File: src/rtl/sfp_ctrl.sv
// sfp_ctrl: sequencer for the SFP write-back pass over PSUM SRAM.
// Walks base_addr..base_addr+len-1 (mod 2^addr_bw), one RD then one WR per word,
// popping the OFIFO on each RD when the pass mode consumes OFIFO data.
// Optional feature macro: SFP_CTRL_RELU_EN enables mode 2'b10 as the ReLU pass;
// when undefined, mode 2'b10 is rejected like mode 2'b11.
module sfp_ctrl #(
   parameter int addr_bw = 4,
   parameter int len_bw  = 5
) (
   input  logic               clk,
   input  logic               reset,
   input  logic               start,
   input  logic [1:0]         mode,
   input  logic [addr_bw-1:0] base_addr,
   input  logic [len_bw-1:0]  len,
   input  logic               ofifo_valid,
   output logic               ofifo_rd,
   output logic               sram_cen,
   output logic               sram_wen,
   output logic [addr_bw-1:0] sram_addr,
   output logic               accum,
   output logic               passthrough,
   output logic               busy,
   output logic               done
);

   typedef enum logic [1:0] {
      IDLE = 2'd0,
      RD   = 2'd1,
      WR   = 2'd2,
      DONE = 2'd3
   } state_t;

   localparam logic [1:0] MODE_ACC = 2'b00;
   localparam logic [1:0] MODE_PT  = 2'b01;

   state_t             state;
   state_t             state_next;
   logic [1:0]         mode_q;
   logic [addr_bw-1:0] base_q;
   logic [len_bw-1:0]  len_q;
   logic [len_bw-1:0]  idx;

   logic               mode_legal;
   logic               start_ok;
   logic               needs_ofifo;
   logic               stall;
   logic               last_word;
   logic [addr_bw-1:0] word_addr;

   // Decide whether a start request is acceptable and derive per-word conditions.
   always_comb begin
`ifdef SFP_CTRL_RELU_EN
      mode_legal = (mode != 2'b11);
`else
      mode_legal = (mode == MODE_ACC) || (mode == MODE_PT);
`endif
      start_ok    = start && (len != '0) && mode_legal;
      needs_ofifo = (mode_q == MODE_ACC) || (mode_q == MODE_PT);
      stall       = needs_ofifo && !ofifo_valid;
      last_word   = (idx == (len_q - len_bw'(1)));
      word_addr   = base_q + idx[addr_bw-1:0];
   end

   // State register plus the pass parameters captured when a start is accepted.
   always_ff @(posedge clk) begin
      if (reset) begin
         state  <= IDLE;
         mode_q <= MODE_ACC;
         base_q <= '0;
         len_q  <= '0;
         idx    <= '0;
      end else begin
         state <= state_next;
         if (state == IDLE && start_ok) begin
            mode_q <= mode;
            base_q <= base_addr;
            len_q  <= len;
            idx    <= '0;
         end else if (state == WR && !last_word) begin
            idx <= idx + len_bw'(1);
         end
      end
   end

   // Next-state and output decode; a stalled RD keeps the SRAM idle and skips the pop,
   // and passthrough never reads the SRAM because the SFP ignores the old contents.
   always_comb begin
      state_next  = state;
      ofifo_rd    = 1'b0;
      sram_cen    = 1'b1;
      sram_wen    = 1'b1;
      sram_addr   = '0;
      done        = 1'b0;
      busy        = (state != IDLE);
      accum       = busy && (mode_q == MODE_ACC);
      passthrough = busy && (mode_q == MODE_PT);
      case (state)
         IDLE: begin
            if (start_ok) begin
               state_next = RD;
            end
         end
         RD: begin
            sram_addr = word_addr;
            if (!stall) begin
               ofifo_rd   = needs_ofifo;
               sram_cen   = (mode_q == MODE_PT);
               state_next = WR;
            end
         end
         WR: begin
            sram_addr  = word_addr;
            sram_cen   = 1'b0;
            sram_wen   = 1'b0;
            state_next = last_word ? DONE : RD;
         end
         DONE: begin
            done       = 1'b1;
            state_next = IDLE;
         end
         default: begin
            state_next = IDLE;
         end
      endcase
   end

endmodule

File: config.mk
export PLATFORM = sky130hd
export DESIGN_NAME = sfp_ctrl
export DESIGN_NICKNAME = d
export VERILOG_FILES = /design/src/rtl/sfp_ctrl.sv
export SDC_FILE = /design/constraint.sdc
export NUM_CORES = 1
export LEC_CHECK = 0
export CAP_MARGIN = 20
export CORE_MARGIN = 2
export CORE_UTILIZATION = 48
export DETAILED_ROUTE_END_ITERATION = 10
export HOLD_SLACK_MARGIN = 0.06
export PLACE_DENSITY_LB_ADDON = 0.25
export SYNTH_ARGS = -nofsm -noshare
export SYNTH_HDL_FRONTEND = slang
export SYNTH_SLANG_ARGS = --single-unit
File: constraint.sdc
create_clock -name clk -period 2.6 [get_ports clk]
set_input_delay 0.52 -clock clk [delete_from_list [all_inputs] [get_ports clk]]
set_output_delay 0.52 -clock clk [all_outputs]
set_load 0.005 [all_outputs]
* After elaboration in Yosys (flattened, before gate mapping)
Cells that the tools add are included.
** Cells by class
- Add/sub/neg operators :: 3
- Multipliers :: 0
- Div/mod/pow operators :: 0
- Order comparisons :: 0
- Equal/unequal tests :: 8
- Shift-type cells :: 0
- Multiplexer cells :: 11
- Bitwise logic cells :: 0
- Reduce and logical (&&, ||, !) cells :: 19
** Operators with widths (number)
- $pmux 2 s4 :: 1
- $logic_and 1x1->1 :: 7
- $eq 2x1->1 const B :: 3
- $logic_not 2->1 :: 3
- $mux 2 :: 3
- $add 5x1->5 const B :: 1
- $eq 5x5->1 :: 1
- $mux 1 :: 5
- $reduce_bool 5->1 :: 1
- $sub 5x1->5 const B :: 1
- $add 4x4->4 :: 1
- $eq 2x2->1 const B :: 2
- $mux 4 :: 1
- $ne 2x2->1 const B :: 2
- $reduce_or 2->1 :: 2
- $logic_not 1->1 :: 2
- $logic_or 1x1->1 :: 2
- $pmux 1 s2 :: 1
- $reduce_and 2->1 :: 1
- $reduce_bool 2->1 :: 1
** Storage, ports and cells
- Bits in registers :: 18
- Latch bits :: 0
- Bits in writable memories :: 0
- Bits in read-only memories :: 0
- Input bits :: 15
- Output and inout bits :: 11
- Word-level logic and storage cells :: 46
- Memories kept :: 0

* Logic depth before layout (Yosys ltp)
Gate-level depths: netlist of run 1.
- Depth in word-level cells :: 5
- Gate-level depth with buffers :: 8
- Depth with buffers taken out :: 7

* Least setup slack after synthesis of run 1
No wires, ideal clock.
- Kind :: input-to-reg
- From :: input len[0]
- To :: register idx[4]
- Setup time :: 0.059 ns
- Arrival :: 1.886 ns
- Data required time :: 2.541 ns
- Setup slack :: 0.655 ns
- Cell stages on the path :: 5
- Buffers on the path :: 0
- Path through :: or4_4 o211ai_2 nand2b_1 or4_1 nand2_1
** On the way
- Cells in the longest elaborated chain, start to end :: 5
** Ends and longest elaborated chain
- from (decl) :: RTL line 15 : input logic [len_bw-1:0] len,
- $reduce_bool 5->1 :: RTL line 58 : start_ok = start && (len != '0) && mode_legal;
- $logic_and 1x1->1 (2 in series) :: RTL line 58
- $logic_and 1x1->1 :: RTL line 75 : if (state == IDLE && start_ok) begin
- $reduce_or 2->1 (no source line)
- to (signal assigned) :: RTL line 81 : idx <= idx + len_bw'(1);
- to (decl) :: RTL line 42 : logic [len_bw-1:0] idx;
No other way between the ends.
A chain may end at the register's enable or synchronous reset.

* Worst setup path after layout of run 1
- From :: register base_q[1]
- To :: output sram_addr[3]
** On the way
- Cells in the longest elaborated chain, start to end :: 2
** Ends and longest elaborated chain
- from (decl) :: RTL line 40 : logic [addr_bw-1:0] base_q;
- from (signal assigned) :: RTL line 77 : base_q <= base_addr;
- $add 4x4->4 :: RTL line 62 : word_addr = base_q + idx[addr_bw-1:0];
- $mux 4 :: RTL line 98 : case (state)
- to (decl) :: RTL line 20 : output logic [addr_bw-1:0] sram_addr,
No other way between the ends.

==> reports/qor.txt, run 1 <==
Outcome = finished, final reports clean
Largest net degree at the start of global routing = 14
Comb pwr share = 40.4%
Worst reg-to-reg setup slack = 0.63 ns
TNS Setup = 0 ns
Nets = 180
Row cnt = 17
Filler instances = 205
Avg Cell Area, Syn = 8.871 sq um
Clock skew = 0.002341 ns
1st-pass router iterations = 4
Most frequent cells in the layout = 24 x clkdlybuf4s50_1, 15 x dfxtp_1, 12 x nor2_1, 11 x mux2i_1, 9 x ha_1
Switching power = 0.0002794 W
Final setup viols = 0
Starting Density = 49.88%
P_leak = 0.6774 nW
VDD IR max = 0.3575 mV
Clock Pin Slew Worst Setup and Hold Paths = 0.11 ns
Critical-path maximum fanout = 3
Die ar. = 2651 sq um
Dpl cells = 176
R2R cell count = 8
Startpoint types = register
Yosys reg bits = 18
Hpwl dp = 1854 um
PwrDens = 594.3 nW/um^2
First-pass GRT wire length = 3981 um
CTS root buffer = clkbuf_4
Switching part of the total = 32.31%
CTS tree = built
Final min period = 2.528 ns
Post-Synth XOR/XNOR Area = 6.474%
Largest family of logic cells by synthesized area = simple AND/OR/NAND/NOR gates
Ant. Diodes = 0
Synth Area in Compound Gates = 10.98%
PortBufs = 25
Post-route insts no fill = 182
Final instance area = 1455 sq um
Slowest CP cell = clkdlybuf4s50_1
DRT iter0 DRCs = 15
Least-Margin Pin Slew = 0.2888 ns
Num CTS Buffers = 3
Reg power frac = 39.0%
Die outline width = 51.49 um
Post-Synth Adder-Cell Area = 12.25%
Reg2reg start = len_q[0]$_SDFFE_PP0P_
Max-slew violations = 0
Via count of the first global-routing pass = 886
Synth Warn # = 0
Chip height = 51.49 um
RSZ-0062 raised after global routing = false
Peak Freq = 395.6 MHz
Hold-fix buffer count after cts = 0
R2R Path End = idx[0]$_SDFFE_PP0P_
Synth Cell Area = 1082 sq um
Io pins = 26
Worst hold slack = 0.5224 ns
Post-synthesis cell type count = 30
Routed vias = 991
Final worst-path cycle share = 97.22%
Overall power = 0.0008648 W
Syn Nets = 147
Simple-gate portion of the synthesized area = 22.89%
P&R area growth vs syn = 34.45%
Vias per cell = 5.445
DP Area = 1389 sq um
Core Area = 2170 sq um
Leading cell type in the layout, fill and taps excluded = clkdlybuf4s50_1
Endpoints failing hold = 0
Kind of critical path = register to output port
# H-tree levels = 1
Share of layout cells above drive strength 1 = 11.04%
Seq/Total Area, Yosys = 33.29%
CP Capture Type = output port
Critical path, cell by cell = ha_1 > a21o_1 > a21oi_2 > xnor2_1 > and2_1 > clkdlybuf4s50_1
Critical Path End = sram_addr[3]
Mux cell area share after synthesis = 10.17%
Multi-input gate area = 683.2 sq um
HP Class = register to register
Wirelength per Cell = 13.52 um
CTS Buffer Depth = 2
Slew headroom = 80.71%
Gpl congestion = 0.8056
Worst EP arrival = 2.01 ns
Clk Latency, worst-skew pair = 0.30 ns
DRT antenna net count = 0
Final WL = 2461 um
Overall routing resource usage = 20.72%
# clock sinks = 18
Clock network power share = 20.6%
Crit path required time = 2.08 ns
DRC viols = 0
Post-synthesis cell count = 122
Crit path from = base_q[1]$_SDFFE_PP0P_
CP max stage delay = 0.49 ns
Internal power = 0.0005854 W
Reg area = 369.1 sq um
Max-cap viol count = 0
Initial antenna violation count = 0
Grt ovf = 0
## layout make-up
type,instances,area share [%]
Sequential cell,18,25.37
Multi-Input combinational cell,93,46.95
Tap cell,28,2.408
Clock buffer,4,2.494
Timing Repair Buffer,32,20.98
Inverter,7,1.806
## metal layers
| metal | wire, um | GRT usage [%] |
|---|---|---|
| met5 | 0 | 0 |
| met2 | 1230 | 35.68 |
| met4 | 42 | 5.702 |
| met3 | 118 | 5.556 |
| met1 | 1070 | 25.23 |
## power by group through the flow
stage	Combinational [W]	Clock, W	Sequential (W)
global route	0.000386	0.000195	0.000343
floorplan	0.000198	0	0.000336
CTS	0.000344	0.000181	0.000339
detailed placement	0.000339	0	0.000345
global placement	0.000330	0	0.000343
finish	0.000349	0.000178	0.000337
## stage by stage
stage,util (%),setup WS [ns]
after floorplan,-,0.6550
after global placement,64.01,0.2547
after detailed placement,64.01,0.2159
after CTS,65.74,0.002599
after global routing,67.07,0.001153
final,67.07,0.07233
## critical path: cells and delay by family, from the launching register on
kind,cells,cell delay (ns)
AND/OR/NAND/NOR,1,0.14
adder cells (fa/ha/maj),1,0.29
buffers and inverters,1,0.49
XOR/XNOR,1,0.13
AO/OA/AOI/OAI,2,0.30
flip-flops,1,0.36
## cell families after synthesis
group,after synthesis
xor gates and xnor gates,8
AOI/OAI and AO/OA,20
DFF,18
muxes,11
buffers and inverters,11
adders and majority gates,10
and+or+nand+nor,44
## worst min-delay path by stage
stage | from | to | slack [ns] | depth (start not counted)
after detailed placement | base_q[0]$_SDFFE_PP0P_ | base_q[0]$_SDFFE_PP0P_ | 0.51 | 2
final | base_q[0]$_SDFFE_PP0P_ | base_q[0]$_SDFFE_PP0P_ | 0.52 | 2
after floorplan | base_q[0]$_SDFFE_PP0P_ | base_q[0]$_SDFFE_PP0P_ | 0.47 | 2
after CTS | idx[4]$_SDFFE_PP0P_ | idx[4]$_SDFFE_PP0P_ | 0.52 | 2
after global placement | base_q[2]$_SDFFE_PP0P_ | base_q[2]$_SDFFE_PP0P_ | 0.49 | 2
after global routing | base_q[1]$_SDFFE_PP0P_ | base_q[1]$_SDFFE_PP0P_ | 0.56 | 2
## state kept, by name (all words and copies together), names as in the netlist
signal  flops
base_q      4
state       2
len_q       5
idx         5
mode_q      2
## repair_timing
item,in CTS,in global routing
endpoints found under the setup margin,1,3
buffers inserted,0,2
resized for setup,1,6
pin swaps,0,2
## cell usage after synthesis, drive strengths merged
| cell | number | area (sq um) |
|---|---|---|
| nand3 | 1 | 5.000 |
| nor3 | 5 | 25.02 |
| xnor2 | 4 | 35.03 |
| nand2b | 1 | 6.260 |
| mux2i | 11 | 110.1 |
| ha | 9 | 112.6 |
| xor2 | 4 | 35.03 |
| and3b | 2 | 17.52 |
| a21o | 1 | 7.510 |
| nand3b | 1 | 7.510 |
| nor3b | 1 | 7.510 |
| nor2 | 12 | 45.04 |
| a311oi | 1 | 8.760 |
| clkbuf | 3 | 11.26 |
| o211ai | 3 | 27.52 |
| buf | 1 | 5.000 |
| dfxtp | 18 | 360.4 |
| fa | 1 | 20.02 |
| inv | 7 | 26.28 |
| or4 | 2 | 18.77 |
| nand4 | 2 | 12.51 |
| a21oi | 8 | 40.04 |
| o21ai | 7 | 35.03 |
| nor2b | 4 | 25.02 |
| nand2 | 3 | 11.26 |
| or3 | 4 | 25.02 |
| and2 | 5 | 31.28 |
| nor4bb | 1 | 10.01 |
Power figures use the tool's default switching activity.
==> inputs of run 2 (changes only) <==
--- a/config.mk
+++ b/config.mk
@@ -7,7 +7,7 @@
 export LEC_CHECK = 0
 export CAP_MARGIN = 20
 export CORE_MARGIN = 2
-export CORE_UTILIZATION = 48
+export CORE_UTILIZATION = 45
 export DETAILED_ROUTE_END_ITERATION = 10
 export HOLD_SLACK_MARGIN = 0.06
 export PLACE_DENSITY_LB_ADDON = 0.25
==> reports/qor.txt, run 2 (synthesis results as in run 1) <==
DRT antenna net count = 0
Clock Pin Slew Worst Setup and Hold Paths = 0.10 ns
Post-route insts no fill = 180
Reg area = 366.6 sq um
Worst hold slack = 0.5286 ns
Crit path required time = 2.08 ns
Clk Latency, worst-skew pair = 0.29 ns
Kind of critical path = register to output port
Utilization after layout = 64.09%
Via count of the first global-routing pass = 880
CP max stage delay = 0.50 ns
Critical path, cell by cell = ha_1 > a21o_1 > a21oi_2 > xnor2_1 > and2_1 > clkdlybuf4s50_1
Core Area = 2233 sq um
Starting Density = 48.46%
PortBufs = 25
P_leak = 0.6433 nW
Slew headroom = 81.87%
VDD IR max = 0.4185 mV
Outcome = finished, final reports clean
Vias per cell = 5.239
Initial antenna violation count = 0
Final min period = 2.531 ns
# H-tree levels = 1
Row cnt = 17
Hpwl dp = 1906 um
Filler instances = 197
Ant. Diodes = 0
Io pins = 26
Die ar. = 2813 sq um
Least-Margin Pin Slew = 0.2698 ns
Share of layout cells above drive strength 1 = 10.53%
P&R area growth vs syn = 32.25%
Multi-input gate area = 685.7 sq um
Top Registers = idx: 5 flops, len_q: 5 flops, base_q: 4 flops
Wirelength per Cell = 13.46 um
DRT iter0 DRCs = 12
CTS root buffer = clkbuf_4
Hold-fix buffer count after cts = 0
Max-cap viol count = 0
DP Area = 1389 sq um
Leading cell type in the layout, fill and taps excluded = clkdlybuf4s50_1
1st-pass router iterations = 4
Final worst-path cycle share = 97.33%
Endpoints failing hold = 0
DRC viols = 0
Routed vias = 943
Dpl cells = 176
Clock skew = 0.004275 ns
PwrDens = 570.6 nW/um^2
Final setup viols = 0
First-pass GRT wire length = 3960 um
Overall routing resource usage = 19.35%
Critical-path maximum fanout = 3
Worst EP arrival = 2.01 ns
CTS tree = built
Grt ovf = 0
Peak Freq = 395.2 MHz
Final instance area = 1431 sq um
Final WL = 2422 um
Most frequent cells in the layout = 25 x clkdlybuf4s50_1, 15 x dfxtp_1, 12 x nor2_1, 11 x mux2i_1, 8 x ha_1
# clock sinks = 18
Nets = 179
Overall power = 0.0008168 W
Gpl congestion = 0.7925
Largest net degree at the start of global routing = 14
Worst reg-to-reg setup slack = 0.64 ns
Chip height = 53.04 um
Slowest CP cell = clkdlybuf4s50_1
HP Class = register to register
Die outline width = 53.04 um
Num CTS Buffers = 3
CP Capture Type = output port
Startpoint types = register
CTS Buffer Depth = 2
Max-slew violations = 0
## run 2: cell types whose count changed in the layout (fill, tap and decap cells not counted), sizes merged
| cell | delta |
|---|---|
| dlymetal6s2s | -1 |
| clkbuf | -1 |
| clkdlybuf4s50 | +1 |
| buf | -1 |
## run 2: path summary, 6_finish.rpt
path	start	endpoint	depth (start not counted)
setup / recovery	base_q[1]$_SDFFE_PP0P_	sram_addr[3]	6
setup reg to reg	len_q[0]$_SDFFE_PP0P_	state[1]$_SDFFE_PP0P_	8
hold / removal	base_q[0]$_SDFFE_PP0P_	base_q[0]$_SDFFE_PP0P_	2
hold reg to reg	base_q[0]$_SDFFE_PP0P_	base_q[0]$_SDFFE_PP0P_	2
## run 2: cell type report
class / count / area share (%)
Multi-Input combinational cell: 93 / 47.90
Sequential cell: 18 / 25.61
Timing Repair Buffer: 31 / 20.63
Tap cell: 28 / 2.448
Inverter: 7 / 1.836
Clock buffer: 3 / 1.573
## run 2: repair_timing
| item | CTS | global route |
|---|---|---|
| endpoints found under the setup margin | 1 | 2 |
| setup buffers | 0 | 1 |
| resized for setup | 1 | 5 |
## run 2: critical path, delay by kind of cell, from the launching register on
kind / cells / cell delay, ns
buf+inv: 1 / 0.50
flops: 1 / 0.35
simple gates: 1 / 0.14
fa+ha+maj: 1 / 0.29
xor+xnor: 1 / 0.12
compound gates: 2 / 0.32
## run 2: metal layers
metal	up-vias	global-route usage [%]	part of all wire, %
li1	487	-	-
met5	-	0	0
met3	2	3.390	3.0
met1	437	25.00	48
met4	0	5.128	0.50
met2	17	32.92	48
## run 2: power by group
| group | internal (W) | switching, W | total, W |
|---|---|---|---|
| sequential | 0.000307 | 0.0000332 | 0.000340 |
| clock | 0.0000538 | 0.0000817 | 0.000135 |
| combinational | 0.000191 | 0.000150 | 0.000341 |
| total | 0.000552 | 0.000265 | 0.000817 |
## run 2: through the flow
stage | setup TNS (ns) | setup slack (ns)
2_1_floorplan | 0 | 0.6550
3_3_place_gp | 0 | 0.2595
3_5_place_dp | 0 | 0.1847
4_1_cts | 0 | 0.02384
5_1_grt | -0.03174 | -0.03174
6_report | 0 | 0.06932
==> inputs of run 3 (changes only) <==
--- a/config.mk
+++ b/config.mk
@@ -8,6 +8,7 @@
 export CAP_MARGIN = 20
 export CORE_MARGIN = 2
 export CORE_UTILIZATION = 45
+export CTS_CLUSTER_SIZE = 8
 export DETAILED_ROUTE_END_ITERATION = 10
 export HOLD_SLACK_MARGIN = 0.06
 export PLACE_DENSITY_LB_ADDON = 0.25
==> results of run 3 <==
No change in the layout: final DEF, timing and power equal those of run 2.
